--- config.mk ---
export PLATFORM = sky130hd
export DESIGN_NAME = alu_result_fifo
export DESIGN_NICKNAME = d
export VERILOG_FILES = /design/src/rtl/alu_result_fifo.sv
export SDC_FILE = /design/constraint.sdc
export NUM_CORES = 1
export LEC_CHECK = 0
export ABC_AREA = 1
export BUFFER_PORTS_ARGS = -buffer_cell sky130_fd_sc_hd__buf_2
export CORE_MARGIN = 3
export CORE_UTILIZATION = 55
export DETAILED_ROUTE_END_ITERATION = 10
export HOLD_SLACK_MARGIN = 0.06
export PLACE_DENSITY_LB_ADDON = 0.1
export SLEW_MARGIN = 30
export SYNTH_ARGS = -nofsm -noshare
export SYNTH_HDL_FRONTEND = slang
export SYNTH_SLANG_ARGS = --single-unit
--- constraint.sdc ---
create_clock -name clk -period 4.65 [get_ports clk]
set_input_delay 0.2325 -clock clk [delete_from_list [all_inputs] [get_ports clk]]
set_output_delay 0.2325 -clock clk [all_outputs]
set_load 0.1 [all_outputs]
--- src/rtl/alu_result_fifo.sv ---
// alu_result_fifo: capture stage for the 3-bit ALU result {cout, y}.
// Each push/pop pin strobe is synchronised and edge-detected into a one-cycle
// pulse. Accepted words are queued in a small FIFO and shown at the head.
//
// Optional feature: define ALU_FIFO_CHECKSUM_EN to build a running sum of
// every accepted pushed word on sum_out. Without it, sum_out is tied to 0.
//
// Ports:
//   clk, rst    clock, asynchronous active-high reset
//   ena         block enable; low freezes FIFO state (strobe path keeps running)
//   y_in        ALU result Y[2:0]
//   cout_in     ALU carry out
//   push_req    push strobe pin (asynchronous level)
//   pop_req     pop strobe pin (asynchronous level)
//   head_data   word at the FIFO head, 0 when empty
//   head_valid  FIFO not empty
//   count       occupancy 0..DEPTH
//   full/empty  decoded from count
//   overflow    sticky: a push was dropped while full
//   sum_out     checksum of accepted pushes (0 when feature not built)
module alu_result_fifo #(
    parameter int unsigned DATA_W      = 4,
    parameter int unsigned DEPTH       = 4,
    parameter int unsigned SYNC_STAGES = 2
) (
    input  logic                       clk,
    input  logic                       rst,
    input  logic                       ena,
    input  logic [2:0]                 y_in,
    input  logic                       cout_in,
    input  logic                       push_req,
    input  logic                       pop_req,
    output logic [DATA_W-1:0]          head_data,
    output logic                       head_valid,
    output logic [$clog2(DEPTH):0]     count,
    output logic                       full,
    output logic                       empty,
    output logic                       overflow,
    output logic [DATA_W+1:0]          sum_out
);

    localparam int unsigned AW = $clog2(DEPTH);
    localparam int unsigned CW = AW + 1;
    localparam int unsigned SW = DATA_W + 2;

    // Strobe synchronisers and rising-edge detectors
    logic [SYNC_STAGES-1:0] push_sync_q;
    logic [SYNC_STAGES-1:0] pop_sync_q;
    logic                   push_prev_q;
    logic                   pop_prev_q;
    logic                   push_pulse;
    logic                   pop_pulse;

    always_ff @(posedge clk or posedge rst) begin
        if (rst) begin
            push_sync_q <= '0;
            pop_sync_q  <= '0;
            push_prev_q <= 1'b0;
            pop_prev_q  <= 1'b0;
        end else begin
            push_sync_q <= {push_sync_q[SYNC_STAGES-2:0], push_req};
            pop_sync_q  <= {pop_sync_q[SYNC_STAGES-2:0], pop_req};
            push_prev_q <= push_sync_q[SYNC_STAGES-1];
            pop_prev_q  <= pop_sync_q[SYNC_STAGES-1];
        end
    end

    assign push_pulse = push_sync_q[SYNC_STAGES-1] & ~push_prev_q;
    assign pop_pulse  = pop_sync_q[SYNC_STAGES-1] & ~pop_prev_q;

    // FIFO state
    logic [DATA_W-1:0] mem_q [DEPTH];
    logic [AW-1:0]     wr_ptr_q, wr_ptr_d;
    logic [AW-1:0]     rd_ptr_q, rd_ptr_d;
    logic [CW-1:0]     count_q, count_d;
    logic              overflow_q, overflow_d;
    logic              push_acc;
    logic              pop_acc;
    logic [DATA_W-1:0] wdata;

    assign wdata = DATA_W'({cout_in, y_in});
    assign empty = (count_q == '0);
    assign full  = (count_q == CW'(DEPTH));

    // Pop needs data; a push into a full FIFO is only legal if a pop frees a slot
    assign pop_acc  = ena & pop_pulse & ~empty;
    assign push_acc = ena & push_pulse & (~full | pop_acc);

    // Next-state for pointers, count and sticky overflow
    always_comb begin
        wr_ptr_d   = wr_ptr_q;
        rd_ptr_d   = rd_ptr_q;
        count_d    = count_q;
        overflow_d = overflow_q;
        if (push_acc) begin
            wr_ptr_d = wr_ptr_q + AW'(1);
        end
        if (pop_acc) begin
            rd_ptr_d = rd_ptr_q + AW'(1);
        end
        case ({push_acc, pop_acc})
            2'b10:   count_d = count_q + CW'(1);
            2'b01:   count_d = count_q - CW'(1);
            default: count_d = count_q;
        endcase
        if (ena && push_pulse && !push_acc) begin
            overflow_d = 1'b1;
        end
    end

    always_ff @(posedge clk or posedge rst) begin
        if (rst) begin
            wr_ptr_q   <= '0;
            rd_ptr_q   <= '0;
            count_q    <= '0;
            overflow_q <= 1'b0;
        end else begin
            wr_ptr_q   <= wr_ptr_d;
            rd_ptr_q   <= rd_ptr_d;
            count_q    <= count_d;
            overflow_q <= overflow_d;
        end
    end

    // Storage is not reset; head_data is masked while empty
    always_ff @(posedge clk) begin
        if (push_acc) begin
            mem_q[wr_ptr_q] <= wdata;
        end
    end

    assign head_data  = empty ? '0 : mem_q[rd_ptr_q];
    assign head_valid = ~empty;
    assign count      = count_q;
    assign overflow   = overflow_q;

`ifdef ALU_FIFO_CHECKSUM_EN
    // Running sum of accepted pushes, wraps modulo 2^SW
    logic [SW-1:0] sum_q, sum_d;

    always_comb begin
        sum_d = sum_q;
        if (push_acc) begin
            sum_d = sum_q + SW'(wdata);
        end
    end

    always_ff @(posedge clk or posedge rst) begin
        if (rst) begin
            sum_q <= '0;
        end else begin
            sum_q <= sum_d;
        end
    end

    assign sum_out = sum_q;
`else
    assign sum_out = '0;
`endif

endmodule

* Word-level counts from Yosys, hierarchy flattened
Memories as Yosys holds them, arrays and structs flattened.
Cells that the tools add are included.
** Word-level totals
- Register bits :: 14
- Memory bits (writable) :: 16
- Input port bits :: 9
- Output and inout bits :: 17
- Logic and storage cells :: 36
- Memories :: 1
** Memory list
- mem_q :: words 4, bits a word 4, read ports 1, clocked after memory_dff 0, wr ports 1, line 72 : logic [DATA_W-1:0] mem_q [DEPTH];
** Operators by class
- $add $sub $neg :: 4
- Equality and inequality tests :: 3
- Muxes and demuxes :: 4
- Bitwise logic cells :: 11
- Reductions and logical operators :: 5
** Operator list (number)
- bitwise AND 1 bit :: 6
- one-hot mux 3 bit (2 select lines) :: 1
- adder 2 x 1 -> 2 bit, second input constant :: 2
- two-way mux 4 bit :: 1
- NOT 1 bit :: 4
- adder 3 x 1 -> 3 bit, second input constant :: 1
- equality test 3 bit, second input constant :: 1
- zero test 3 bit :: 1
- subtractor 3 x 1 -> 3 bit, second input constant :: 1
- equality test 2 x 1 -> 1 bit, second input constant :: 1
- equality test 2 bit, second input constant :: 1
- logical AND 1 bit :: 2
- two-way mux 1 bit :: 2
- nonzero test 2 bit :: 1
- zero test 1 bit :: 1
- OR 1 bit :: 1

* Logic depth before layout (Yosys ltp)
Gate-level depths: netlist (run 1).
- Depth after elaboration :: 8
- Gate-level depth with buffers :: 11
- Mapped depth without buffers :: 11

* Worst setup path before layout (run 1)
No wires, ideal clock.
- Path type :: flip-flop to output port
- Start point :: register count_q[2] (netlist: count[2])
- End point :: output head_data[0]
- Data arrival time :: 3877 ps
- Data required time :: 4418 ps
- Slack :: 540 ps
- Stages on the path, launching flop included :: 5
- Path buffers :: 0
- Path through :: dfrtp_1 inv_1 nand2_2 inv_1 a21oi_1
** Between the ends
- Word-level cells in the longest chain between the ends :: 2
** RTL lines
- start: declaration :: line 75 : logic [CW-1:0] count_q, count_d;
- start signal: assignment :: line 120 : count_q <= count_d;
- zero test 3 bit :: line 82 : assign empty = (count_q == '0);
- via empty :: line 37 : output logic empty,
- two-way mux 4 bit :: line 132 : assign head_data = empty ? '0 : mem_q[rd_ptr_q];
- end: declaration :: line 33 : output logic [DATA_W-1:0] head_data,
The timed path passes the listed nets, and every way through them passes these cells.

* Worst setup path after layout (run 1)
- Start point :: register rd_ptr_q[0]
- End point :: output head_data[3]
** Between the ends
- Word-level cells in the longest chain between the ends :: 2
** RTL lines
- start: declaration :: line 74 : logic [AW-1:0] rd_ptr_q, rd_ptr_d;
- start signal: assignment :: line 119 : rd_ptr_q <= rd_ptr_d;
- memory read (4 x 4 bit)
- two-way mux 4 bit :: line 132
Every way passes these cells.

==> impl_metrics.ini, run 1 <==
[synthesis]
synth_seq_cells = 30
synth-seq-area-share_pct = 59.93
syn_area_sq_mm = 0.001386
avgSynthCellArea_sq_um = 10.83
synthMuxAreaShare_pct = 0
yosys.area_share.simple_pct = 18.50
synth_top_family_by_area = simple AND/OR/NAND/NOR gates
ys_warn_count = 0
postSynthCellCount = 128
synth_xor_area_share_pct = 2.437
synth_cell_type_count = 26
synth-adder-area-share_pct = 5.957
synth_compound_area_share_pct = 3.610

[setup_path]
crit_path_top_delay_cell = dfrtp_1
crit_start = rd_ptr_q[0]
crit_buf_inv = 2
reg2reg_depth = 9
critPathLaunchType = flip-flop
timing.rr.start = count[0]
worst_setup_path_end_kind = primary output
reg2reg_to = count[2]
critical_path_class = reg -> out
max_stage_delay_ns = 0.56
crit_chain = inv_6 > nand2_1 > nand2_1 > nand2_1 > a21oi_1 > buf_2
cp_data_required_time_ns = 4.42
cp_top_family = buffers and inverters
cp.arrival_ns = 1.85
crit_fanout = 10
r2r_slack_ns = 2.69
critical_path.most_common_cell = nand2_1

[min_path]
holdPathStages = 1
hp-start = y_in[0]
hold_path_class = in -> reg
whs_endpoint = mem_q[2][0]

[die]
initial_utilization_pct = 60.35
core_sq_mm = 0.002297
die_area_sq_mm = 0.003159
die_x_um = 56.21
die_height_um = 56.21
rows = 17
io_pins = 26

[clock_tree]
clk_pin_slew_worst_paths_ns = 0.10
worstSkewPairLatency_ns = 0.32
cts_buffers = 5
cts_buffer_depth = 2
cts_tree = done
h-tree-depth = 2
clock-root-buffer = clkbuf_4
cts-resized-gates = 0
postCtsSetupRepairBufs = 0
clock-sinks = 30

[sta]
slew_viol_final = 0
max_freq_mhz = 481.1
clock_skew_ns = 0.01429
finalCriticalPeriod_ns = 2.079
finalHoldViolCount = 0
hold_slack_ns = 0.1270
grt_setup_unrepaired = no
finalSetupViolCount = 0
period_share_pct = 44.70
relSlewSlack_pct = 65.10
worst_slew_pin_slew_ns = 0.5230
fin_setup_tns_ns = 0

[grt]
busiest_layer = met2
grt_max_degree = 15
grt_overflow = 0
antenna_found_initial = 0
grt_pass1_wl_um = 4043
grt_pass1_vias = 891
use_met2_pct = 25.71
grtUsageMet1_pct = 23.55
grt_use_met3_pct = 4.408
grt_use_total_pct = 17.35

[route]
vias_per_cell = 4.908
post_drt_wl_per_cell_um = 12.92
drtIter0Drc = 21
vias = 903
wl_um = 2378
antenna_left = 0
post-route-drc-count = 0
drt_first_pass_iters = 4

[cells_and_area]
design_area_sq_mm = 0.001563
n_antenna_cell = 0
fin_nets = 170
drive_gt1_share_pct = 25.00
area_growth_pct = 12.73
fill_cells = 180

[placed_design]
place_congestion = 0.7626
dpl_cell_area_sq_mm = 0.001479
io_buffers = 19
hpwl_um = 1752

[outcome]
status = finished, final reports clean

[job]
drv_cap = 0
[stage by stage]
stage,worst slack (ns),utilization [%],cells
detailed placement,2.712,64.38,173
global placement,2.833,64.38,173
global route,2.429,68.03,184
floorplan,0.5405,-,133
CTS,2.563,68.03,184
finish,2.571,68.03,184
[cell type report]
class,count,area (sq um),area share [%]
Clock buffer,5,37.54,2.402
Clock inverter,3,16.27,1.041
Inverter,18,72.57,4.644
Multi-Input combinational cell,78,445.4,28.50
Sequential cell,30,830.8,53.16
Tap cell,28,35.03,2.242
Timing Repair Buffer,22,125.1,8.006
[cells in the mapped netlist]
| cell type | instances | area [sq um] |
|---|---|---|
| nand2_1 | 27 | 101.4 |
| o21ai_0 | 5 | 25.02 |
| ha_1 | 5 | 62.56 |
| inv_2 | 2 | 7.510 |
| nor3_1 | 1 | 5.000 |
| inv_1 | 15 | 56.30 |
| nor2_1 | 12 | 45.04 |
| o21ai_1 | 1 | 5.000 |
| nand2_4 | 2 | 22.52 |
| buf_6 | 1 | 11.26 |
| fa_1 | 1 | 20.02 |
| edfxtp_1 | 16 | 480.5 |
| a21oi_1 | 4 | 20.02 |
| nand3_2 | 3 | 30.03 |
| conb_1 | 1 | 3.750 |
| nand3b_1 | 1 | 7.510 |
| dfrtp_1 | 14 | 350.3 |
| nand3_1 | 3 | 15.01 |
| inv_6 | 1 | 8.760 |
| xor2_1 | 1 | 8.760 |
| xor2_2 | 1 | 16.27 |
| buf_4 | 6 | 45.04 |
| nor2_2 | 2 | 12.51 |
| xnor2_1 | 1 | 8.760 |
| nor2_4 | 1 | 11.26 |
| nand2_2 | 1 | 6.260 |
[placed cells by master, fill, tap and decap left out, types with 4 or more instances in the layout]
cell       n
ha_1       5
a21oi_1    4
o21ai_0    5
nor2_1    12
inv_1     15
nand2_1   27
dfrtp_1   14
clkbuf_4   5
buf_2     19
edfxtp_1  16
conb_1     6
[registers in the layout (all words and copies together), names as in the netlist]
| register | count |
|---|---|
| count | 3 |
| mem_q | 16 |
| overflow | 1 |
| pop_prev_q | 1 |
| pop_sync_q | 2 |
| push_prev_q | 1 |
| push_sync_q | 2 |
| rd_ptr_q | 2 |
| wr_ptr_q | 2 |
[cells by family (layout without fill, tap and decap cells)]
logic type | count (synthesis) | after routing
buf+inv | 25 | 48
other cells | 1 | 6
flops | 30 | 30
xor+xnor | 3 | 3
simple gates | 53 | 53
fa+ha+maj | 6 | 6
compound gates | 10 | 10
[repair_timing]
action | in CTS | in global routing
endpoints found under the hold margin | 16 | 0
hold buffers | 3 | 0
endpoints found under the setup margin | 0 | 0
[worst max-delay path by stage]
stage | endpoint | slack [ns] | cells past startpoint
global route | head_data[1] | 2.43 | 5
CTS | head_data[3] | 2.56 | 6
floorplan | head_data[0] | 0.54 | 4
global placement | count[2] | 2.83 | 9
detailed placement | count[2] | 2.71 | 9
finish | head_data[3] | 2.57 | 6
[metal layers]
metal | vias up | part of all wire (%)
met4 | 0 | 1.3
met1 | 417 | 44
met3 | 5 | 7.1
met5 | - | 0
met2 | 34 | 48
li1 | 447 | -
Power of run 1 is not shown: default switching activity piles up to over one toggle a cycle in this logic, so the estimate is an artifact.
==> run 2: changes to the inputs <==
--- a/config.mk
+++ b/config.mk
@@ -8,7 +8,7 @@
 export ABC_AREA = 1
 export BUFFER_PORTS_ARGS = -buffer_cell sky130_fd_sc_hd__buf_2
 export CORE_MARGIN = 3
-export CORE_UTILIZATION = 55
+export CORE_UTILIZATION = 48
 export DETAILED_ROUTE_END_ITERATION = 10
 export HOLD_SLACK_MARGIN = 0.06
 export PLACE_DENSITY_LB_ADDON = 0.1
==> constraint.sdc (replaced) <==
create_clock -name clk -period 1.7 [get_ports clk]
set_input_delay 0.085 -clock clk [delete_from_list [all_inputs] [get_ports clk]]
set_output_delay 0.085 -clock clk [all_outputs]
set_load 0.1 [all_outputs]
==> run 2 against run 1 <==
Global-route usage rose by 0.18 points. Routed wire length increased by 15%. Utilization grew 9.3 points. The run now ends with negative setup slack left.
==> impl_metrics.ini, run 2 (same netlist as run 1, synthesis figures left out) <==
[outcome]
status = finished with violations
violations = negative setup slack

[placed_design]
place_congestion = 0.7380
io_buffers = 19
hpwl_um = 1804
dp_cells = 186

[setup_path]
crit_buf_inv = 2
cp_data_required_time_ns = 1.93
cp_top_family = flip-flops
critPathLaunchType = flip-flop
max_stage_delay_ns = 0.50
crit_chain = nor2_4 > nand3_2 > nand2_4 > ha_4 > inv_4 > fa_2 > inv_2 > nand2_2 > nand3b_1 > xor2_1
critical_path_class = reg -> reg
crit_path_top_delay_cell = dfrtp_4
r2r_slack_ns = -0.20
worst_setup_path_end_kind = flip-flop
cp.arrival_ns = 2.13
crit_fanout = 2

[grt]
grt_pass1_vias = 954
grt_overflow = 0
grt_max_degree = 15
grt_use_total_pct = 17.53
antenna_found_initial = 0
grt_pass1_wl_um = 4305

[clock_tree]
clk_pin_slew_worst_paths_ns = 0.09
cts_buffers = 5
clock-root-buffer = clkbuf_4
worstSkewPairLatency_ns = 0.33
cts_buffer_depth = 2
clock-sinks = 30
h-tree-depth = 2
cts_tree = done

[cells_and_area]
largest_reg_flops = 16
final_cell_mix = nand2_1, buf_4, edfxtp_1
n_antenna_cell = 0
instances_no_fill = 211
largest-register = mem_q
area_growth_pct = 45.76
drive_gt1_share_pct = 43.09
fin_nets = 195
post-route-util_pct = 77.35
final_common_cell = nand2_1

[sta]
clock_skew_ns = 0.009681
grt_setup_unrepaired = yes
finalCriticalPeriod_ns = 1.900
finalHoldViolCount = 0
worst_slew_pin_slew_ns = 0.5384
hold_slack_ns = 0.1082
slew_viol_final = 0
max_freq_mhz = 526.3
fin_setup_tns_ns = -0.4954
relSlewSlack_pct = 64.06
timing.final.ws_setup_ns = -0.2002
finalSetupViolCount = 7
period_share_pct = 111.8

[die]
die_x_um = 59.74
die_height_um = 59.74
initial_utilization_pct = 53.07
rows = 18
core_sq_mm = 0.002613
io_pins = 26
die_area_sq_mm = 0.003569

[route]
vias_per_cell = 4.754
post_drt_wl_per_cell_um = 12.99
antenna_left = 0
wl_um = 2741
drt_first_pass_iters = 4
drtIter0Drc = 17
post-route-drc-count = 0
vias = 1003

[min_path]
hold_path_class = in -> reg

[job]
drv_cap = 0
[run 2: timing repair]
item | 4_1_cts | 5_1_grt
endpoints found under the setup margin | 8 | 19
pin swaps | 8 | 7
hold endpoints to repair | 32 | 0
hold buffers | 7 | 0
gates resized for setup | 12 | 10
cloned | 0 | 0
buffers inserted | 4 | 6
[run 2: per-layer routing]
layer	wire [um]	GRT usage, %
met1	1184	20.51
met5	0	0
met3	133	4.536
met4	91	10.44
met2	1331	28.70
[run 2: final timing paths]
check,cells past startpoint,to,start
worst max-delay path,10,count[2],count[0]
worst max register to register,10,count[2],count[0]
worst min-delay path,4,overflow,ena
worst min register to register,0,pop_sync_q[1],pop_sync_q[0]
max in group asynchronous,3,count[0],rst
min in group asynchronous,3,pop_prev_q,rst
[run 2: per-stage QoR]
step	setup slack, ns	area [sq um]
after floorplan	-0.7591	1489
after global placement	-0.06281	1723
after detailed placement	-0.1596	1723
after CTS	-0.09660	1947
after global routing	-0.2969	2021
final	-0.2002	2021
[run 2: worst min-delay path: cells and delay by family]
kind                   cells  cell delay (ns)
and+or+nand+nor            3             0.21
buffers and inverters      1             0.12
[run 2: area by class of cell]
type / instances / area [sq um]
flip-flops and latches: 30 / 843.3
fillers: 165 / 591.8
multi-input cells: 78 / 556.8
repair buffers: 47 / 426.7
inverters: 18 / 81.33
clock buffers: 7 / 45.04
well taps: 30 / 37.54
clock inverters: 1 / 30.03
Power of run 2 is left out for the same reason.
==> run 3: changes to the inputs <==
--- a/config.mk
+++ b/config.mk
@@ -5,7 +5,7 @@
 export SDC_FILE = /design/constraint.sdc
 export NUM_CORES = 1
 export LEC_CHECK = 0
-export ABC_AREA = 1
+export ABC_AREA = 0
 export BUFFER_PORTS_ARGS = -buffer_cell sky130_fd_sc_hd__buf_2
 export CORE_MARGIN = 3
 export CORE_UTILIZATION = 48
==> run 3 against run 2 <==
The flow still finishes with violations (negative setup slack). Area after synthesis is 5.1% lower. Final area is 11% lower. Synthesized cell count is 36% lower. Setup slack better by 0.042 ns. Largest cell class unchanged. Sequential cell count stayed put. Global-route usage is 1.6 points lower. Via count is 26% lower. Register-to-register slack better by 0.05 ns.
==> impl_metrics.ini, run 3 <==
[outcome]
status = finished with violations
violations = negative setup slack

[synthesis]
synth_top_area_share_pct = 36.54
yosys.cell_count.top_type = edfxtp_1
synth_area_leaders = edfxtp_1, dfrtp_1, mux4_2
yosys.area.top_type = edfxtp_1
synth-edff-count = 16
postSynthCellCount = 82
synth-seq-area-share_pct = 63.18
synth_common_cells = edfxtp_1, dfrtp_1, inv_1
synth_cell_type_count = 26
avgSynthCellArea_sq_um = 16.04
ys_warn_count = 0
synthFlopType = edfxtp_1
synth_seq_cells = 30
syn_area_sq_mm = 0.001315
async_flop_share_pct = 46.67

[clock_tree]
clock-sinks = 30
clock-root-buffer = clkbuf_4
cts_buffers = 5
h-tree-depth = 2
clk_pin_slew_worst_paths_ns = 0.10
cts_buffer_depth = 2
worstSkewPairLatency_ns = 0.33
cts_tree = done

[die]
die_height_um = 58.34
io_pins = 26
initial_utilization_pct = 51.67
die_area_sq_mm = 0.003404
core_sq_mm = 0.002545
rows = 18
die_x_um = 58.34

[grt]
grt_pass1_wl_um = 3746
grt_use_total_pct = 15.89
grt_overflow = 0
grt_pass1_vias = 859
grt_max_degree = 15
antenna_found_initial = 0

[setup_path]
cp.arrival_ns = 1.77
cp_data_required_time_ns = 1.62
r2r_slack_ns = -0.15
critical_path_class = reg -> out
crit_start = count[1]
worst_setup_path_end_kind = primary output
cp-endpoint = head_data[1]
reg2reg_to = count[2]
timing.rr.start = count[1]
reg2reg_depth = 9
critPathLaunchType = flip-flop
crit_fanout = 6

[cells_and_area]
largest-register = mem_q
area_growth_pct = 36.63
fin_nets = 142
final_common_cell = edfxtp_1
drive_gt1_share_pct = 47.66
n_antenna_cell = 0
final_cell_mix = edfxtp_1, buf_2, buf_4
largest_reg_flops = 16

[min_path]
holdPathStages = 3
hold_path_class = in -> reg

[route]
drt_first_pass_iters = 2
vias_per_cell = 4.728
vias = 747
post-route-drc-count = 0
drtIter0Drc = 8
antenna_left = 0
wl_um = 2087
post_drt_wl_per_cell_um = 13.21

[sta]
finalSetupViolCount = 8
clock_skew_ns = 0.01979
grt_setup_unrepaired = yes
finalCriticalPeriod_ns = 1.858
timing.final.ws_setup_ns = -0.1583
finalHoldViolCount = 0
max_freq_mhz = 538.1
worst_slew_pin_slew_ns = 0.5255
period_share_pct = 109.3
relSlewSlack_pct = 64.93
slew_viol_final = 0
fin_setup_tns_ns = -0.8165

[placed_design]
io_buffers = 19
place_congestion = 0.7312
hpwl_um = 1456

[job]
drv_cap = 0
run 3: cell types whose count changed after synthesis, moves of 4 or more:
| cell | before | now |
|---|---|---|
| a21oi_1 | 4 | 0 |
| and2_1 | 0 | 4 |
| inv_1 | 15 | 8 |
| mux4_2 | 0 | 4 |
| nand2_1 | 27 | 1 |
| nor2_1 | 12 | 1 |
| o21ai_0 | 5 | 0 |
run 3: worst max-delay path: stages (launching register included):
cell and delay, ns:
dfrtp_4 0.50, buf_4 0.15, nor3_4 0.27, buf_6 0.17, and2b_4 0.19, buf_12 0.16
run 3: final cells by class:
class | instances | area (sq um)
multi-input combinational | 42 | 460.4
inverter | 8 | 30.03
fill | 194 | 748.2
tap | 30 | 37.54
timing repair buffer | 40 | 365.4
clock buffer | 7 | 55.05
clock inverter | 1 | 5.005
sequential | 30 | 843.3
run 3: repair_timing:
action,4_1_cts,5_1_grt
endpoints found under the setup margin,8,8
buffers inserted,3,1
endpoints found under the hold margin,32,0
gates resized for setup,19,1
hold buffers,7,0
pin swaps,5,3
run 3: cell families (layout without fill, tap and decap cells):
group / Yosys count / in the layout / synth area share [%]
compound gates: 2 / 2 / 1.808
xor+xnor: 6 / 6 / 3.996
fa+ha+maj: 6 / 6 / 6.280
buf+inv: 15 / 56 / 6.565
flops: 30 / 30 / 63.18
mux: 6 / 6 / 8.754
other cells: 1 / 6 / 0.2852
simple gates: 16 / 16 / 9.135
run 3: layer usage:
metal | track usage, % | part of all wire (%)
met5 | 0 | 0
met4 | 5.960 | 1.2
met3 | 7.895 | 6.1
met2 | 24.88 | 50
met1 | 18.87 | 42
run 3: how the worst min path moves through the flow:
stage | startpoint | to | slack, ns
finish | ena | overflow | 0.13
global route | ena | overflow | 0.13
CTS | ena | overflow | 0.13
detailed placement | rst | push_sync_q[0] | 0.15
global placement | rst | push_sync_q[0] | 0.13
floorplan | rst | overflow | -0.03
run 3: per-stage QoR:
| stage | setup slack (ns) | instances | area [sq um] | hold WS (ns) | utilization, % |
|---|---|---|---|---|---|
| after floorplan | -1.145 | 87 | 1384 | -0.02572 | - |
| after global placement | -0.1163 | 139 | 1565 | 0.1323 | 61.50 |
| after detailed placement | -0.1694 | 139 | 1565 | 0.1516 | 61.50 |
| after CTS | -0.1772 | 157 | 1784 | 0.1266 | 70.11 |
| after global routing | -0.2716 | 158 | 1797 | 0.1298 | 70.60 |
| final | -0.1583 | 158 | 1797 | 0.1308 | 70.60 |
Power of run 3 is left out for the same reason.
